$ cat src/rtl/pipe_ctrl_pkg.sv
// Shared types and constants for the pipeline hazard controller:
// FSM state encoding, stage-register indices and default parameters.
package pipe_ctrl_pkg;

    typedef enum logic [1:0] {
        RUN     = 2'd0,
        MD_BUSY = 2'd1,
        HALT    = 2'd2
    } pipe_state_e;

    // Bit positions of the stage registers inside the en/clr vectors.
    localparam int unsigned STG_IF_ID  = 0;
    localparam int unsigned STG_ID_EX  = 1;
    localparam int unsigned STG_EX_MEM = 2;
    localparam int unsigned STG_MEM_WB = 3;
    localparam int unsigned NUM_STG    = 4;

    localparam int unsigned DEF_MD_LAT = 4;
    localparam int unsigned DEF_CNT_W  = 32;

    // Width needed to hold lat-1 (the first MD_BUSY count), never below 1 bit.
    function automatic int unsigned md_cnt_width(input int unsigned lat);
        return (lat > 2) ? $clog2(lat) : 1;
    endfunction

endpackage

$ cat src/rtl/pipe_hazard_ctrl_if.sv
// Hazard requests from the pipeline and the stage enable/clear controls back to it.
// master: the hazard controller; slave: the pipeline datapath.
interface pipe_hazard_ctrl_if #(
    parameter int unsigned CNT_W = 32
);

    logic             load_use_hz;
    logic             branch_taken;
    logic             md_start;
    logic             syscall_wb;
    logic             resume;

    logic             pc_en;
    logic             if_id_en;
    logic             if_id_clr;
    logic             id_ex_en;
    logic             id_ex_clr;
    logic             ex_mem_en;
    logic             ex_mem_clr;
    logic             mem_wb_en;
    logic             mem_wb_clr;
    logic             halted;
    logic [CNT_W-1:0] stall_cycles;
    logic [CNT_W-1:0] flush_count;

    modport master (
        input  load_use_hz, branch_taken, md_start, syscall_wb, resume,
        output pc_en, if_id_en, if_id_clr, id_ex_en, id_ex_clr,
               ex_mem_en, ex_mem_clr, mem_wb_en, mem_wb_clr,
               halted, stall_cycles, flush_count
    );

    modport slave (
        output load_use_hz, branch_taken, md_start, syscall_wb, resume,
        input  pc_en, if_id_en, if_id_clr, id_ex_en, id_ex_clr,
               ex_mem_en, ex_mem_clr, mem_wb_en, mem_wb_clr,
               halted, stall_cycles, flush_count
    );

endinterface

$ cat src/rtl/pipe_sat_counter.sv
// Saturating up-counter used for the pipeline performance counters.
module pipe_sat_counter #(
    parameter int unsigned CNT_W = 32
) (
    input  logic             clk,
    input  logic             rst_n,
    input  logic             inc,
    output logic [CNT_W-1:0] count
);

    logic [CNT_W-1:0] count_q;

    always_ff @(posedge clk or negedge rst_n) begin
        if (!rst_n) begin
            count_q <= '0;
        end else if (inc && (count_q != {CNT_W{1'b1}})) begin
            count_q <= count_q + 1'b1;
        end
    end

    assign count = count_q;

endmodule

$ cat src/rtl/pipe_hazard_ctrl.sv
// Central stall/flush sequencer for the 5-stage pipeline (load-use, branch, mult/div, SYSCALL).
// Optional perf counters are built only when PIPE_PERF_CNT_EN is defined.
module pipe_hazard_ctrl
    import pipe_ctrl_pkg::*;
#(
    parameter int unsigned MD_LAT = DEF_MD_LAT,
    parameter int unsigned CNT_W  = DEF_CNT_W
) (
    input  logic                clk,
    input  logic                rst_n,
    pipe_hazard_ctrl_if.master  bus
);

    localparam int unsigned MD_CNT_W = md_cnt_width(MD_LAT);

    pipe_state_e         state_q, state_d;
    logic [MD_CNT_W-1:0] md_cnt_q, md_cnt_d;
    logic                md_done_q, md_done_d;

    logic [NUM_STG-1:0]  en;
    logic [NUM_STG-1:0]  clr;
    logic                pc_en;
    logic                halted;

    always_ff @(posedge clk or negedge rst_n) begin
        if (!rst_n) begin
            state_q   <= RUN;
            md_cnt_q  <= '0;
            md_done_q <= 1'b0;
        end else begin
            state_q   <= state_d;
            md_cnt_q  <= md_cnt_d;
            md_done_q <= md_done_d;
        end
    end

    always_comb begin
        state_d   = state_q;
        md_cnt_d  = md_cnt_q;
        md_done_d = md_done_q;
        unique case (state_q)
            RUN: begin
                if (bus.syscall_wb) begin
                    state_d = HALT;
                end else if (bus.md_start && !md_done_q) begin
                    if (MD_LAT > 1) begin
                        md_cnt_d = MD_CNT_W'(MD_LAT - 1);
                        state_d  = MD_BUSY;
                    end else begin
                        md_done_d = 1'b1;
                    end
                end
                // Once EX advances, the finished mult/div has left and the mask must drop.
                if (en[STG_EX_MEM]) begin
                    md_done_d = 1'b0;
                end
            end
            MD_BUSY: begin
                md_cnt_d = md_cnt_q - MD_CNT_W'(1);
                if (md_cnt_q == MD_CNT_W'(1)) begin
                    md_done_d = 1'b1;
                    state_d   = RUN;
                end
            end
            HALT: begin
                if (bus.resume) begin
                    state_d = RUN;
                end
            end
            default: state_d = RUN;
        endcase
    end

    always_comb begin
        en     = '0;
        clr    = '0;
        pc_en  = 1'b0;
        halted = 1'b0;
        if (!rst_n) begin
            clr = '1;
        end else begin
            unique case (state_q)
                RUN: begin
                    en    = '1;
                    pc_en = 1'b1;
                    if (bus.syscall_wb) begin
                        en    = '0;
                        pc_en = 1'b0;
                    end else if (bus.md_start && !md_done_q) begin
                        pc_en           = 1'b0;
                        en[STG_IF_ID]   = 1'b0;
                        en[STG_ID_EX]   = 1'b0;
                        en[STG_EX_MEM]  = 1'b0;
                        clr[STG_MEM_WB] = 1'b1;
                    end else if (bus.branch_taken) begin
                        clr[STG_IF_ID] = 1'b1;
                        clr[STG_ID_EX] = 1'b1;
                    end else if (bus.load_use_hz) begin
                        pc_en          = 1'b0;
                        en[STG_IF_ID]  = 1'b0;
                        clr[STG_ID_EX] = 1'b1;
                    end
                end
                MD_BUSY: begin
                    en[STG_MEM_WB]  = 1'b1;
                    clr[STG_MEM_WB] = 1'b1;
                end
                HALT: begin
                    halted = 1'b1;
                    // Retire the SYSCALL as a bubble so it cannot halt us again.
                    if (bus.resume) begin
                        en[STG_MEM_WB]  = 1'b1;
                        clr[STG_MEM_WB] = 1'b1;
                    end
                end
                default: ;
            endcase
        end
    end

    assign bus.pc_en      = pc_en;
    assign bus.if_id_en   = en[STG_IF_ID];
    assign bus.id_ex_en   = en[STG_ID_EX];
    assign bus.ex_mem_en  = en[STG_EX_MEM];
    assign bus.mem_wb_en  = en[STG_MEM_WB];
    assign bus.if_id_clr  = clr[STG_IF_ID];
    assign bus.id_ex_clr  = clr[STG_ID_EX];
    assign bus.ex_mem_clr = clr[STG_EX_MEM];
    assign bus.mem_wb_clr = clr[STG_MEM_WB];
    assign bus.halted     = halted;

`ifdef PIPE_PERF_CNT_EN
    logic stall_inc;
    logic flush_inc;

    assign stall_inc = rst_n && !pc_en && (state_q != HALT);
    // In RUN only the taken-branch case clears IF/ID.
    assign flush_inc = rst_n && (state_q == RUN) && clr[STG_IF_ID];

    pipe_sat_counter #(
        .CNT_W (CNT_W)
    ) u_stall_cnt (
        .clk   (clk),
        .rst_n (rst_n),
        .inc   (stall_inc),
        .count (bus.stall_cycles)
    );

    pipe_sat_counter #(
        .CNT_W (CNT_W)
    ) u_flush_cnt (
        .clk   (clk),
        .rst_n (rst_n),
        .inc   (flush_inc),
        .count (bus.flush_count)
    );
`else
    assign bus.stall_cycles = {CNT_W{1'b0}};
    assign bus.flush_count  = {CNT_W{1'b0}};
`endif

endmodule
$ cat src/flat_wrapper.sv
// flat-port wrapper written by rule: the top's interface ports become plain ports
module pipe_hazard_ctrl_flat import pipe_ctrl_pkg::*;
#(
    parameter int unsigned MD_LAT = DEF_MD_LAT,
    parameter int unsigned CNT_W  = DEF_CNT_W
)
  (clk, rst_n, bus_load_use_hz, bus_branch_taken, bus_md_start, bus_syscall_wb, bus_resume, bus_pc_en, bus_if_id_en, bus_if_id_clr, bus_id_ex_en, bus_id_ex_clr, bus_ex_mem_en, bus_ex_mem_clr, bus_mem_wb_en, bus_mem_wb_clr, bus_halted, bus_stall_cycles, bus_flush_count);
  pipe_hazard_ctrl_if #(.CNT_W(CNT_W)) bus_i ();
  input  logic clk;
  input  logic rst_n;
  input wire logic [$bits(bus_i.load_use_hz)-1:0] bus_load_use_hz;
  input wire logic [$bits(bus_i.branch_taken)-1:0] bus_branch_taken;
  input wire logic [$bits(bus_i.md_start)-1:0] bus_md_start;
  input wire logic [$bits(bus_i.syscall_wb)-1:0] bus_syscall_wb;
  input wire logic [$bits(bus_i.resume)-1:0] bus_resume;
  output wire logic [$bits(bus_i.pc_en)-1:0] bus_pc_en;
  output wire logic [$bits(bus_i.if_id_en)-1:0] bus_if_id_en;
  output wire logic [$bits(bus_i.if_id_clr)-1:0] bus_if_id_clr;
  output wire logic [$bits(bus_i.id_ex_en)-1:0] bus_id_ex_en;
  output wire logic [$bits(bus_i.id_ex_clr)-1:0] bus_id_ex_clr;
  output wire logic [$bits(bus_i.ex_mem_en)-1:0] bus_ex_mem_en;
  output wire logic [$bits(bus_i.ex_mem_clr)-1:0] bus_ex_mem_clr;
  output wire logic [$bits(bus_i.mem_wb_en)-1:0] bus_mem_wb_en;
  output wire logic [$bits(bus_i.mem_wb_clr)-1:0] bus_mem_wb_clr;
  output wire logic [$bits(bus_i.halted)-1:0] bus_halted;
  output wire logic [$bits(bus_i.stall_cycles)-1:0] bus_stall_cycles;
  output wire logic [$bits(bus_i.flush_count)-1:0] bus_flush_count;
  assign bus_i.load_use_hz = bus_load_use_hz;
  assign bus_i.branch_taken = bus_branch_taken;
  assign bus_i.md_start = bus_md_start;
  assign bus_i.syscall_wb = bus_syscall_wb;
  assign bus_i.resume = bus_resume;
  assign bus_pc_en = bus_i.pc_en;
  assign bus_if_id_en = bus_i.if_id_en;
  assign bus_if_id_clr = bus_i.if_id_clr;
  assign bus_id_ex_en = bus_i.id_ex_en;
  assign bus_id_ex_clr = bus_i.id_ex_clr;
  assign bus_ex_mem_en = bus_i.ex_mem_en;
  assign bus_ex_mem_clr = bus_i.ex_mem_clr;
  assign bus_mem_wb_en = bus_i.mem_wb_en;
  assign bus_mem_wb_clr = bus_i.mem_wb_clr;
  assign bus_halted = bus_i.halted;
  assign bus_stall_cycles = bus_i.stall_cycles;
  assign bus_flush_count = bus_i.flush_count;
  pipe_hazard_ctrl #(.MD_LAT(MD_LAT), .CNT_W(CNT_W)) u_core (.clk(clk), .rst_n(rst_n), .bus(bus_i));
endmodule
$ cat config.mk
export PLATFORM = sky130hd
export DESIGN_NAME = pipe_hazard_ctrl_flat
export DESIGN_NICKNAME = d
export VERILOG_FILES = /design/src/rtl/pipe_ctrl_pkg.sv /design/src/rtl/pipe_hazard_ctrl_if.sv /design/src/rtl/pipe_sat_counter.sv /design/src/rtl/pipe_hazard_ctrl.sv /design/src/flat_wrapper.sv
export SDC_FILE = /design/constraint.sdc
export NUM_CORES = 1
export LEC_CHECK = 0
export ABC_AREA = 1
export CAP_MARGIN = 10
export CORE_MARGIN = 2
export CORE_UTILIZATION = 27
export DETAILED_ROUTE_END_ITERATION = 8
export PLACE_DENSITY = 0.79
export SYNTH_ARGS = -nofsm -noshare
export SYNTH_HDL_FRONTEND = slang
export SYNTH_HIERARCHICAL = 1
export SYNTH_SLANG_ARGS = --single-unit
$ cat constraint.sdc
create_clock -name clk -period 1.15 [get_ports clk]
set_input_delay 0.115 -clock clk [delete_from_list [all_inputs] [get_ports clk]]
set_output_delay 0.115 -clock clk [all_outputs]
set_load 0.05 [all_outputs]
# Word-level counts from Yosys, hierarchy flattened
# Index checks and enable logic that the tools add are counted.
# word_totals
wordCells,58
ff_bits,5
out_inout_bits,74
in_bits,7
# classes
n_reduce_logical,7
eq_ne,9
add_sub_neg,1
n_mux,38
# op_table
cell,n
$mux W2,11
$mux W1,19
$reduce_and A3 Y1,3
$mux W3,2
$ne A2 B1 Y1 const B,3
$pmux W1 S3,2
$pmux W2 S3,1
$eq A2 B1 Y1 const B,2
$mux W4,1
$ne A2 B2 Y1 const B,2
$pmux W2 S2,1
$ne A3 B2 Y1 const B,1
$eq A2 B2 Y1 const B,1
$logic_not A2 Y1,1
$pmux W1 S2,1
$reduce_bool A2 Y1,1
$sub A2 B1 Y2 const B,1
$logic_and A1 B1 Y1,1
$logic_not A1 Y1,1

# Logic depth before layout (Yosys ltp)
# Gate-level depths: netlist of the first run.
# depth
word_depth,8
ltp_mapped,6
depth_no_buf,6

# Worst setup path after synthesis of the first run
# Ideal clock, no wire load.
# synth_path
path_kind,flip-flop to output port
start,register u_core.state_q[0]
end,output bus_pc_en
t_arrival_ps,1915
stages_incl_launch_ff,5
path_slack_ps,-880
path_cell_list,dfrtp_1 > nor2_4 > nand4_1 > a21oi_1 > buf_4
# synth_between
elab_chain_len,3
# synth_lines
item,line,rtl
start: declaration,pipe_hazard_ctrl.sv:16,"pipe_state_e state_q, state_d;"
start signal: assignment,pipe_hazard_ctrl.sv:31,state_q <= state_d;
$logic_not A2 Y1,pipe_hazard_ctrl.sv:82,unique case (state_q)
$mux W1,pipe_hazard_ctrl.sv:82,
$mux W1,pipe_hazard_ctrl.sv:79,if (!rst_n) begin
end: declaration,flat_wrapper.sv:16,output wire logic [$bits(bus_i.pc_en)-1:0] bus_pc_en;
# No other way between the ends.

# Worst setup path in the final report of the first run
# layout_path
start,register u_core.state_q[1]
end,output bus_ex_mem_en
# layout_between
elab_chain_len,3
# layout_lines
item,line,rtl
$logic_not A2 Y1,pipe_hazard_ctrl.sv:82,
$mux W3,pipe_hazard_ctrl.sv:82,
$mux W4,pipe_hazard_ctrl.sv:79,
end: declaration,flat_wrapper.sv:21,output wire logic [$bits(bus_i.ex_mem_en)-1:0] bus_ex_mem_en;
# No other way between the ends.

==> out/results.ini, run 1 <==
[cts]
htreeDepth = 1
cts_buffer_depth = 2
cts_tree = yes
cts_buffers = 3
clock-sinks = 5
root_buffer = clkbuf_4
clock_latency_ns = 0.24
clkTransAtPathRegs_ns = 0.04

[finish]
stdcell_area_um2 = 1110
antenna_cells = 0
drive_gt1_share_pct = 29.5
syn_to_final_growth_pct = 31.6
layout.nets = 158
layout.cells.non_filler = 182

[floorplan]
fp.coreArea_um2 = 3000
io_pins = 81
num_rows = 20
initial_utilization_pct = 28.1
dieArea_um2 = 3590
die_w_um = 59.9
die_h_um = 59.9

[worst_hold_path]
hp-class = input pin to flip-flop

[run_status]
status = finished, violations left
violations = setup timing

[synthesis]
synthAdderAreaFrac_pct = 1.48
ys_seq_area_share_pct = 14.8
synth_compound_area_share_pct = 3.56
ys_ff_latch = 5
synth_top_area_share_pct = 58.8
synth_cells = 117
synth_cell_types = 17
synth_common_cells = buf_4 (66), nand2_1 (14), inv_1 (10), dfrtp_1 (5), nand3_1 (5)
synth_xor_area_share_pct = 0
yosys.area_share.simple_pct = 16.5
synthMuxAreaShare_pct = 0
synth_ff_type = dfrtp_1
synth_area_leaders = buf_4 (59%), dfrtp_1 (15%), nand2_1 (6.2%), inv_1 (4.5%), nand3_1 (3.0%)
synth_top_family_by_area = buffers and inverters
syn_avg_cell_area_um2 = 7.21
synth_edf_count = 0
async_flop_share_pct = 100
synth_most_common_cell = buf_4
synth_area_leader_cell = buf_4
ys.warnings.count = 6
synthesis.area_um2 = 843

[drt]
drt_iter0_markers = 5
wire_per_inst_um = 7.17
route.detailed.drc = 0
vias_per_cell = 3.46
drt-total-wl_mm = 1.31
drtAntennaViolNets = 0
vias = 630
drt_pre_antenna_iters = 3

[placed_design]
place_ws_ns = -0.302
place_area_um2 = 993
dp_hpwl_mm = 1.07
gp_congestion = 0.845
port_buffers = 16
dpl.cell_count = 173

[global_route]
antenna_found_initial = 0
grt.total_usage_pct = 6.45
grt_max_degree = 7
grt-ovfl-total = 0
grt_pass1_wl_mm = 1.68
grt_pass1_vias = 439

[power]
p_switching_mw = 1.36
power.total_mw = 2.45
power.internal_mw = 1.10
power_frac_seq_pct = 14.4
clkPwrFrac_pct = 8.0
leakage_nw = 0.625
power_per_cell_area_nw_per_um2 = 2210
irDropWorstVdd_mv = 0.505
combPwrFrac_pct = 77.6
power.share.switching_pct = 55.3

[setup_path]
critPathCaptureType = output pin
path_class = flip-flop to output pin
critPathMaxFanout = 2
required_ns = 1.03
arrival_ns = 1.32
start_kind = flip-flop

[timing]
max_clock_freq_ghz = 0.696
clock_skew_ns = 0.00114
fin_tns_setup_ns = -2.32
final_max_slew_viol_count = 0
min_period_over_period_pct = 125
hold_viol = 0
finalSetupViolCount = 11
period_needed_ns = 1.44
worst_slack_ns = -0.287
grt_setup_unrepaired = yes

[flow_run]
drv_cap = 0

-- metal layers --
layer  track usage [%]  wire length, µm  vias up
met5                 0                0        -
met1              6.41              419      283
met3              2.60              144        6
met2              10.7              699       48
met4              4.76               41        0
li1                  -                -      293
-- what timing repair did --
item	4_1_cts	5_1_grt
hold buffers	2	0
setup buffers	2	1
hold endpoints to repair	5	0
setup endpoints to repair	9	12
pin swaps	3	4
gates resized for setup	6	9
-- worst max-delay path: stages, from the launching register on --
cell     delay, ns
dfrtp_1       0.40
nor2_4        0.12
nand4_1       0.16
buf_4         0.20
inv_4         0.07
buf_12        0.13
-- state kept, by name, indices dropped and copies added, names as in the netlist --
signal,flops
u_core/md_done_q,1
u_core/md_cnt_q,2
u_core/state_q,2
-- kinds of logic (layout without fill, tap and decap cells) --
logic type | after synthesis | in the layout
AO/OA/AOI/OAI | 5 | 5
adder cells (fa/ha/maj) | 1 | 1
buffers and inverters | 76 | 45
flip-flops | 5 | 5
other | 1 | 64
AND/OR/NAND/NOR | 29 | 29
-- path summary, 6_finish.rpt --
kind | startpoint | end | slack [ns] | cells after the start
worst max-delay path | u_core/state_q[1] | bus_ex_mem_en | -0.29 | 5
worst min-delay path | bus_resume | u_core/state_q[1] | 0.50 | 2
max in group asynchronous | rst_n | u_core/state_q[0] | 0.39 | 3
worst max register to register | u_core/state_q[1] | u_core/md_cnt_q[1] | -0.02 | 7
worst min register to register | u_core/md_cnt_q[1] | u_core/md_cnt_q[1] | 0.51 | 2
min in group asynchronous | rst_n | u_core/md_done_q | 0.54 | 3
-- per-stage QoR --
| step | util [%] | hold slack [ns] |
|---|---|---|
| 2_1_floorplan | - | -0.181 |
| 3_3_place_gp | 33.1 | 0.495 |
| 3_5_place_dp | 33.1 | 0.499 |
| 4_1_cts | 35.7 | 0.479 |
| 5_1_grt | 37.0 | 0.522 |
| 6_report | 37.0 | 0.504 |
-- layout make-up --
class	instances	area, µm²
Fill cell	324	1890
Multi-Input combinational cell	99	488
Timing Repair Buffer	31	384
Sequential cell	5	126
Inverter	10	43.8
Tap cell	33	41.3
Clock buffer	4	26.3
-- cells in the final DEF, fill, tap and decap left out, drive strengths merged, types with 4 or more instances in the layout --
master,synthesis,routed
dfrtp,5,5
clkbuf,0,4
nor2,5,5
nand3,5,5
clkdlybuf4s50,0,5
buf,66,23
inv,10,9
nand2,15,15
conb,1,64
-- power by group through the flow --
stage | registers [mW] | clock network (mW) | logic [mW]
2_1_floorplan | 0.356 | 0 | 1.30
5_1_grt | 0.368 | 0.227 | 2.01
6_report | 0.354 | 0.197 | 1.90
3_5_place_dp | 0.353 | 0 | 1.69
3_3_place_gp | 0.352 | 0 | 1.67
4_1_cts | 0.351 | 0.211 | 1.79
Note: power is estimated with default switching activity, not from simulation.
==> inputs of run 2 (changes only) <==
- CORE_UTILIZATION: 27 -> 30
- PLACE_DENSITY: 0.79 -> 0.83
- SLEW_MARGIN: default -> 20
- clock period: 1.15 -> 1.33 ns (I/O delays scaled with it)
==> out/results.ini, run 2 (synthesis results as in run 1) <==
[power]
p_switching_mw = 1.11
power_per_cell_area_nw_per_um2 = 1900
power.internal_mw = 0.847
combPwrFrac_pct = 75.8
power.share.switching_pct = 56.7
irDropWorstVdd_mv = 1.15
power_frac_seq_pct = 14.9
leakage_nw = 0.611
clkPwrFrac_pct = 9.3

[finish]
layout.nets = 155
layout_common_cells = conb_1 (64), nand2_1 (13), buf_4 (12)
antenna_cells = 0
finish.utilization_pct = 38.0
multi_input_area_um2 = 453
final_common_cell = conb_1
syn_to_final_growth_pct = 22.3
drive_gt1_share_pct = 23.3
seq_area_um2 = 125
top_regs = u_core/md_cnt_q x2, u_core/state_q x2, u_core/md_done_q x1
fillers = 281
stdcell_area_um2 = 1030

[drt]
vias = 584
wire_per_inst_um = 6.93
route.detailed.drc = 0
drtAntennaViolNets = 0
drt-total-wl_mm = 1.23
drt_iter0_markers = 6
vias_per_cell = 3.30
drt_pre_antenna_iters = 4

[global_route]
grt.total_usage_pct = 6.75
grt_pass1_wl_mm = 1.64
grt-ovfl-total = 0
grt_max_degree = 9
top_usage_layer = met2
grt_pass1_vias = 394
grt_util_met3_pct = 4.31
met1_usage_pct = 6.82
antenna_found_initial = 0
met2_usage_pct = 10.5

[setup_path]
required_ns = 1.20
critPathCaptureType = output pin
critPathMaxFanout = 3
path_class = flip-flop to output pin
critPathMaxStageDelay_ns = 0.40
r2r_start = u_core/state_q[0]
r2r_setup_slack_ns = 0.20
cp_cell_sequence = nor2_4, nand4_1, a21oi_4, buf_12
path_depth = 4
reg2reg_to = u_core/md_cnt_q[0]
critical_path.top_delay_family = flip-flops
path_buf_inv = 1
rr_worst_depth = 7
start_kind = flip-flop
crit_path_top_delay_cell = dfrtp_1
arrival_ns = 1.35

[cts]
cts_buffers = 3
htreeDepth = 1
root_buffer = clkbuf_4
clock_latency_ns = 0.25
cts_tree = yes
cts_buffer_depth = 2
clkTransAtPathRegs_ns = 0.05
cts_hold_buf = 0
clock-sinks = 5

[floorplan]
num_rows = 19
fp.coreArea_um2 = 2710
initial_utilization_pct = 31.1
die_w_um = 57.0
io_pins = 81
dieArea_um2 = 3250
die_h_um = 57.0

[timing]
fin_tns_setup_ns = -0.888
fin_hold_ws_ns = 0.305
finalSetupViolCount = 8
period_needed_ns = 1.48
min_period_over_period_pct = 111
final_max_slew_viol_count = 0
grt_setup_unrepaired = yes
max_clock_freq_ghz = 0.675
clock_skew_ns = 0.00334
hold_viol = 0
worst_slack_ns = -0.152

[run_status]
violations = setup timing
status = finished, violations left

[placed_design]
gp_congestion = 0.764
port_buffers = 16
dp_hpwl_mm = 1.02
place_area_um2 = 978
place_ws_ns = -0.0905

[worst_hold_path]
hp-class = input pin to async pin

[flow_run]
drv_cap = 0

## run 2: changes by cell type in the layout (fill, tap and decap cells not counted), sizes merged
cell / before / now
dlygate4sd2: 1 / 0
inv: 9 / 10
dlygate4sd3: 2 / 0
clkinvlp: 1 / 0
clkdlybuf4s50: 5 / 6
buf: 23 / 22
## run 2: power by group through the flow
stage,clock (mW),combinational [mW],sequential (mW)
final,0.182,1.48,0.292
after detailed placement,0,1.41,0.296
after floorplan,0,1.10,0.302
after global placement,0,1.39,0.293
after CTS,0.188,1.44,0.294
after global routing,0.207,1.56,0.303
## run 2: area by class of cell
class                           count  share of cell area [%]
Tap cell                           31                    3.76
Multi-Input combinational cell     99                    43.9
Inverter                           10                    3.64
Timing Repair Buffer               28                    34.0
Clock buffer                        4                    2.55
Sequential cell                     5                    12.1
## run 2: what timing repair did
item | in CTS | in global routing
setup endpoints to repair | 9 | 9
pin swaps | 1 | 3
setup buffers | 0 | 2
endpoints found under the hold margin | 0 | 0
resized for setup | 3 | 2
## run 2: worst register-to-register path, stage by stage (launching register included)
cell and delay, ns:
dfrtp_1 0.40, nor2_4 0.11, buf_4 0.13, nand3_1 0.10, buf_4 0.15, nand2_1 0.07
nand2_1 0.05, nand2_1 0.05
## run 2: worst max-delay path by stage
stage / from / to / slack (ns)
after CTS: u_core/state_q[0] / bus_pc_en / -0.17
after global placement: bus_syscall_wb / bus_if_id_en / -0.08
final: u_core/state_q[0] / bus_pc_en / -0.15
after global routing: u_core/state_q[0] / bus_pc_en / -0.23
after floorplan: u_core/state_q[0] / bus_id_ex_en / -0.27
after detailed placement: bus_syscall_wb / bus_pc_en / -0.09
## run 2: metrics by stage
stage	total power, mW	std cells
after global routing	2.07	177
after floorplan	1.40	180
after detailed placement	1.71	171
after CTS	1.92	175
final	1.96	177
after global placement	1.68	171
## run 2: layer usage
| layer | vias up | wire length, µm | share of wire, % |
|---|---|---|---|
| li1 | 286 | - | - |
| met5 | - | 0 | 0 |
| met2 | 47 | 603 | 49 |
| met4 | 0 | 12 | 0.98 |
| met1 | 249 | 405 | 33 |
| met3 | 2 | 205 | 17 |
==> RTL edit 1: new RTL, flow settings as in run 2 <==
Set the package constant `DEF_MD_LAT` to 8 (it was 4).
--- a/src/rtl/pipe_ctrl_pkg.sv
+++ b/src/rtl/pipe_ctrl_pkg.sv
@@ -15,7 +15,7 @@
     localparam int unsigned STG_MEM_WB = 3;
     localparam int unsigned NUM_STG    = 4;
 
-    localparam int unsigned DEF_MD_LAT = 4;
+    localparam int unsigned DEF_MD_LAT = 8;
     localparam int unsigned DEF_CNT_W  = 32;
 
     // Width needed to hold lat-1 (the first MD_BUSY count), never below 1 bit.
Behaviour: not the same (a bounded check fails within 10 cycles, from zero or initial values and one cycle with rst_n low).
==> RTL edit 1 against run 2 <==
The flow still finishes with violations (negative setup slack); worst setup slack worse by 0.042 ns; sequential power is 25% higher; synthesized cell count is 7.7% higher; sequential cell count rose by 1; utilization is 0.75 points higher; routed wire length grew 21%; synthesized area is 10% higher; largest cell class unchanged; die area increased by 9.5%; power grew 12%; critical path depth did not move; final area up 13%.
==> RTL edit 1: results (changes against run 2) <==
HPWL Detailed: 1.16 mm (+13%)
Async S/R FF share, synth: 100% (unchanged)
Wire per inst: 7.82 microns (+13%)
Largest regs: u_core/md_cnt_q (3), u_core/state_q (2), u_core/md_done_q (1)
IO buf count: 16 (unchanged)
VDD IR-drop max: 0.363 mV (-68%)
First-pass GRT wire length: 1.95 mm (+19%)
H-tree Lvls: 1 (unchanged)
Critical Path AT: 1.39 ns (+0.04 ns)
CTS root buffer: clkbuf_4
Post-synth top cells: 66 x buf_4, 15 x nand2_1, 11 x inv_1
Largest net degree at the start of global routing: 10 (+1)
Ant. Diodes: 0 (unchanged)
Layout Nets: 168 (+8.4%)
Vias in the first global route: 485 (+23%)
CTS buffer count: 3 (unchanged)
Worst-path clk slew: 0.05 ns (about the same)
Vias per inst: 3.44 (+4.2%)
Final setup vio count: 8 (unchanged)
Final Skew: 0.00877 ns (+0.00543 ns)
Layout cells sized above 1: 28.0% (+4.7 points)
Worst path slowest cell: dfrtp_2
CP top delay family: flip-flops
Synth unique cells: 20 (+3)
Sequential-to-total area share from yosys stat: 16.2% (+1.3 points)
Final WS setup: -0.195 ns (-0.0425 ns)
Synth warn: 6 (unchanged)
First DRT Iteration DRCs: 19 (+13)
Final GP Congestion: 0.791 (+3.5%)
Pre-Repair DR Iteration Count: 4 (unchanged)
Final Hold Viols: 0 (unchanged)
Top FF cell, synth: dfrtp_1
Clk buf depth: 2 (unchanged)
Failing checks: negative setup slack
Leak: 0.642 nW (+5.1%)
CP max stage delay: 0.43 ns (+0.03 ns)
Fill cell total of the finished layout: 306 (+8.9%)
Status: finished, violations left
GRT Total Usage: 7.45% (+0.69 points)
Clk Latency, worst-skew pair: 0.24 ns
Synth top area cells: buf_4 53%, dfrtp_1 16%, nand2_1 6.1%, inv_1 4.4%, nand3_1 3.2%
Min-delay worst type: in -> async
Initial antenna violation count: 0 (unchanged)
Crit Path Max Fanout: 4 (+1)
RTL edit 1: worst paths after layout:
path / from / slack, ns / to / depth (start not counted)
worst max-delay path: u_core/state_q[0] / -0.19 / bus_if_id_en / 4
worst min-delay path: rst_n / 0.06 / u_core/md_cnt_q[2] / 2
worst max register to register: u_core/state_q[0] / 0.08 / u_core/md_done_q / 6
worst min register to register: u_core/md_cnt_q[2] / 0.51 / u_core/md_cnt_q[2] / 2
max in group asynchronous: rst_n / 1.11 / u_core/state_q[1] / 2
min in group clk: u_core/md_cnt_q[2] / 0.51 / u_core/md_cnt_q[2] / 2
RTL edit 1: power breakdown:
part | switching (W) | total (W) | internal (W)
Sequential | 0.0000888 | 0.000365 | 0.000276
Combinational | 0.00106 | 0.00167 | 0.000610
Clock | 0.0000624 | 0.000164 | 0.000102
Total | 0.00121 | 0.00220 | 0.000987
RTL edit 1: kinds of logic after synthesis:
kind of cell | after synthesis | synth area share (%)
buffers and inverters | 79 | 58.5
AND/OR/NAND/NOR | 33 | 19.2
flip-flops | 6 | 16.2
AO/OA/AOI/OAI | 5 | 2.96
adder cells (fa/ha/maj) | 2 | 2.69
other | 1 | 0.403
RTL edit 1: through the flow:
stage	TNS, ns	area, sq um	instances	setup slack [ns]	hold slack [ns]
after floorplan	-0.250	1210	189	-0.220	-0.163
after global placement	-0.265	1060	179	-0.0810	0.492
after detailed placement	-0.268	1060	179	-0.0812	0.497
after CTS	-1.23	1130	187	-0.197	0.0683
after global routing	-1.83	1160	190	-0.276	0.0786
final	-1.21	1160	190	-0.195	0.0642
RTL edit 1: final cells by class:
cell class              count  area share, %
clock buffers               3           1.93
inverters                  13           4.73
multi-input cells         104           43.7
flip-flops and latches      6           13.1
well taps                  33           3.54
repair buffers             31           33.0
RTL edit 1: worst register-to-register path: cells and delay by family (launching register included):
kind / cells / cell delay [ns]
DFF: 1 / 0.43
and+or+nand+nor: 4 / 0.43
buffers and inverters: 2 / 0.29
RTL edit 1: routing by layer:
metal	share of wire (%)	global-route usage [%]	vias up
met5	0	0	-
met4	0	2.86	0
met3	13	2.60	0
met2	53	14.0	48
met1	35	7.39	289
li1	-	-	316
RTL edit 1: timing repair:
| item | 4_1_cts | 5_1_grt |
|---|---|---|
| pin swaps | 4 | 2 |
| buffers inserted | 5 | 3 |
| resized for setup | 5 | 3 |
| setup endpoints to repair | 9 | 9 |
==> RTL edit 2: new RTL, flow settings as in run 2 <==
Made on the original files. Make the reset (`rst_n`) synchronous in one clocked block.
--- a/src/rtl/pipe_hazard_ctrl.sv
+++ b/src/rtl/pipe_hazard_ctrl.sv
@@ -22,7 +22,7 @@
     logic                pc_en;
     logic                halted;
 
-    always_ff @(posedge clk or negedge rst_n) begin
+    always_ff @(posedge clk) begin
         if (!rst_n) begin
             state_q   <= RUN;
             md_cnt_q  <= '0;
Function: same outputs for any inputs over 10 cycles, from zero or initial values and one cycle with rst_n low; that may be too few to reach the edited logic, so the function may still have changed.
==> RTL edit 2 against run 2 <==
The flow still finishes with violations (negative setup slack); routed wire length up 13%; sequential cell count unchanged; power down 44%; final area up 5.9%; critical path depth unchanged; synthesized area down 0.74%; sequential power down 40%; hold slack better by 0.041 ns; utilization up 2.3 points; combinational power down 50%; worst setup slack better by 0.0031 ns; synthesized cell count up 3.4%; sequential share of layout area down 2.3 points; critical path type unchanged.
==> RTL edit 2: results (changes against run 2) <==
Largest net degree at the start of global routing: 8 (-1)
Clk buf depth: 2 (unchanged)
Final WS setup: -0.149 ns (+0.00306 ns)
Worst r2r src: u_core/state_q[1]
IO buf count: 16 (unchanged)
Initial antenna violation count: 0 (unchanged)
Synth top area cells: buf_4 59%, dfxtp_1 12%, inv_1 6.3%, nand3_1 3.6%, o21ai_1 3.0%
First DRT Iteration DRCs: 17 (+11)
Crit Path Max Fanout: 4 (+1)
Pre-Repair DR Iteration Count: 4 (unchanged)
Placed cell area: 936 sq um (-4.3%)
Post-synth top cells: 66 x buf_4, 14 x inv_1, 6 x nand3_1
Synth unique cells: 17 (unchanged)
Failing checks: negative setup slack
Layout cells sized above 1: 30.9% (+7.6 points)
Routed via count: 618 (+5.8%)
Clk Latency, worst-skew pair: 0.24 ns
Synth warn: 6 (unchanged)
Sequential-to-total area share from yosys stat: 12.0% (-2.9 points)
Ant. Diodes: 0 (unchanged)
Worst path slowest cell: dfxtp_4
Setup Slack @ Placement: -0.218 ns (-0.128 ns)
CTS buffer count: 3 (unchanged)
H-tree Lvls: 1 (unchanged)
Layout Nets: 161 (+3.9%)
CTS root buffer: clkbuf_4
Min-delay worst type: in -> reg
Status: finished, violations left
GRT Total Usage: 7.85% (+1.1 points)
Final Skew: 0.00192 ns (-0.00142 ns)
Worst R2R Path Depth: 8 (+1)
VDD IR-drop max: 0.456 mV (-60%)
Wire per inst: 7.55 microns (+9.0%)
Final setup vio count: 7 (-1)
HPWL Detailed: 1.06 mm (+3.8%)
Worst R2R End: u_core/md_cnt_q[1]
Top FF cell, synth: dfxtp_1
Hold_sp: bus_syscall_wb
Vias in the first global route: 485 (+23%)
Hold endpoint: u_core/state_q[1]
CP max stage delay: 0.35 ns (-0.05 ns)
Largest regs: u_core/md_cnt_q (2), u_core/state_q (2), u_core/md_done_q (1)
CP top delay family: simple AND/OR/NAND/NOR gates
Final GP Congestion: 0.821 (+7.4%)
Leak: 0.607 nW (-0.66%)
Async S/R FF share, synth: 0% (-100 points)
First-pass GRT wire length: 1.95 mm (+18%)
Hold depth: 3
Register-to-Register Setup Slack: 0.22 ns (+0.02 ns)
Max-cap violation count: 0 (unchanged)
Worst-path clk slew: 0.05 ns (about the same)
Critical Path AT: 1.35 ns (about the same)
RTL edit 2: final cells by class:
| type | count | area [sq um] |
|---|---|---|
| Tap cell | 31 | 38.8 |
| Multi-Input combinational cell | 97 | 485 |
| Timing Repair Buffer | 30 | 372 |
| Fill cell | 288 | 1620 |
| Inverter | 16 | 62.6 |
| Sequential cell | 5 | 108 |
| Clock buffer | 4 | 26.3 |
RTL edit 2: logic make-up after synthesis:
logic type                 synth area share (%)
buffers and inverters                      66.4
other                                     0.448
and+or+nand+nor                            14.9
adders and majority gates                  1.49
DFF                                        12.0
AOI/OAI and AO/OA                          4.78
RTL edit 2: how the worst max path moves through the flow:
stage,startpoint,endpoint,slack (ns),cells after the start
after detailed placement,bus_syscall_wb,bus_if_id_en,-0.22,5
after global placement,bus_syscall_wb,bus_pc_en,-0.17,5
after global routing,u_core/state_q[1],bus_if_id_en,-0.21,4
final,u_core/state_q[1],bus_if_id_en,-0.15,4
after floorplan,u_core/state_q[0],bus_id_ex_en,-0.20,4
after CTS,u_core/state_q[1],bus_if_id_en,-0.15,4
RTL edit 2: report_power, final:
group	total [W]	switching, W	internal [W]
clock network	0.000180	0.0000663	0.000114
registers	0.000174	0.0000110	0.000163
logic	0.000745	0.000574	0.000171
RTL edit 2: worst reg2reg max path, delay by kind of cell, from the launching register on:
kind,cells,cell delay [ns]
compound gates,1,0.11
buf+inv,5,0.43
flops,1,0.35
simple gates,2,0.11
RTL edit 2: timing repair:
item | 4_1_cts | 5_1_grt
resized for setup | 11 | 9
pin swaps | 7 | 5
hold buffers | 0 | 0
buffers inserted | 8 | 2
setup endpoints to repair | 9 | 9
RTL edit 2: metrics by stage:
step                      cells  hold slack (ns)  TNS, ns  utilization (%)
after floorplan             184            0.272   -0.569                -
after global placement      170            0.476   -0.815             34.5
after detailed placement    170            0.488    -1.06             34.5
after CTS                   182            0.337   -0.682             39.0
after global routing        183            0.375    -1.07             40.3
final                       183            0.347   -0.633             40.3
RTL edit 2: per-layer routing:
layer / track usage (%) / wire (microns) / vias to the layer above
li1: - / - / 300
met1: 7.35 / 432 / 275
met2: 15.1 / 780 / 43
met3: 2.30 / 170 / 0
met4: 3.99 / 0 / 0
met5: 0 / 0 / -
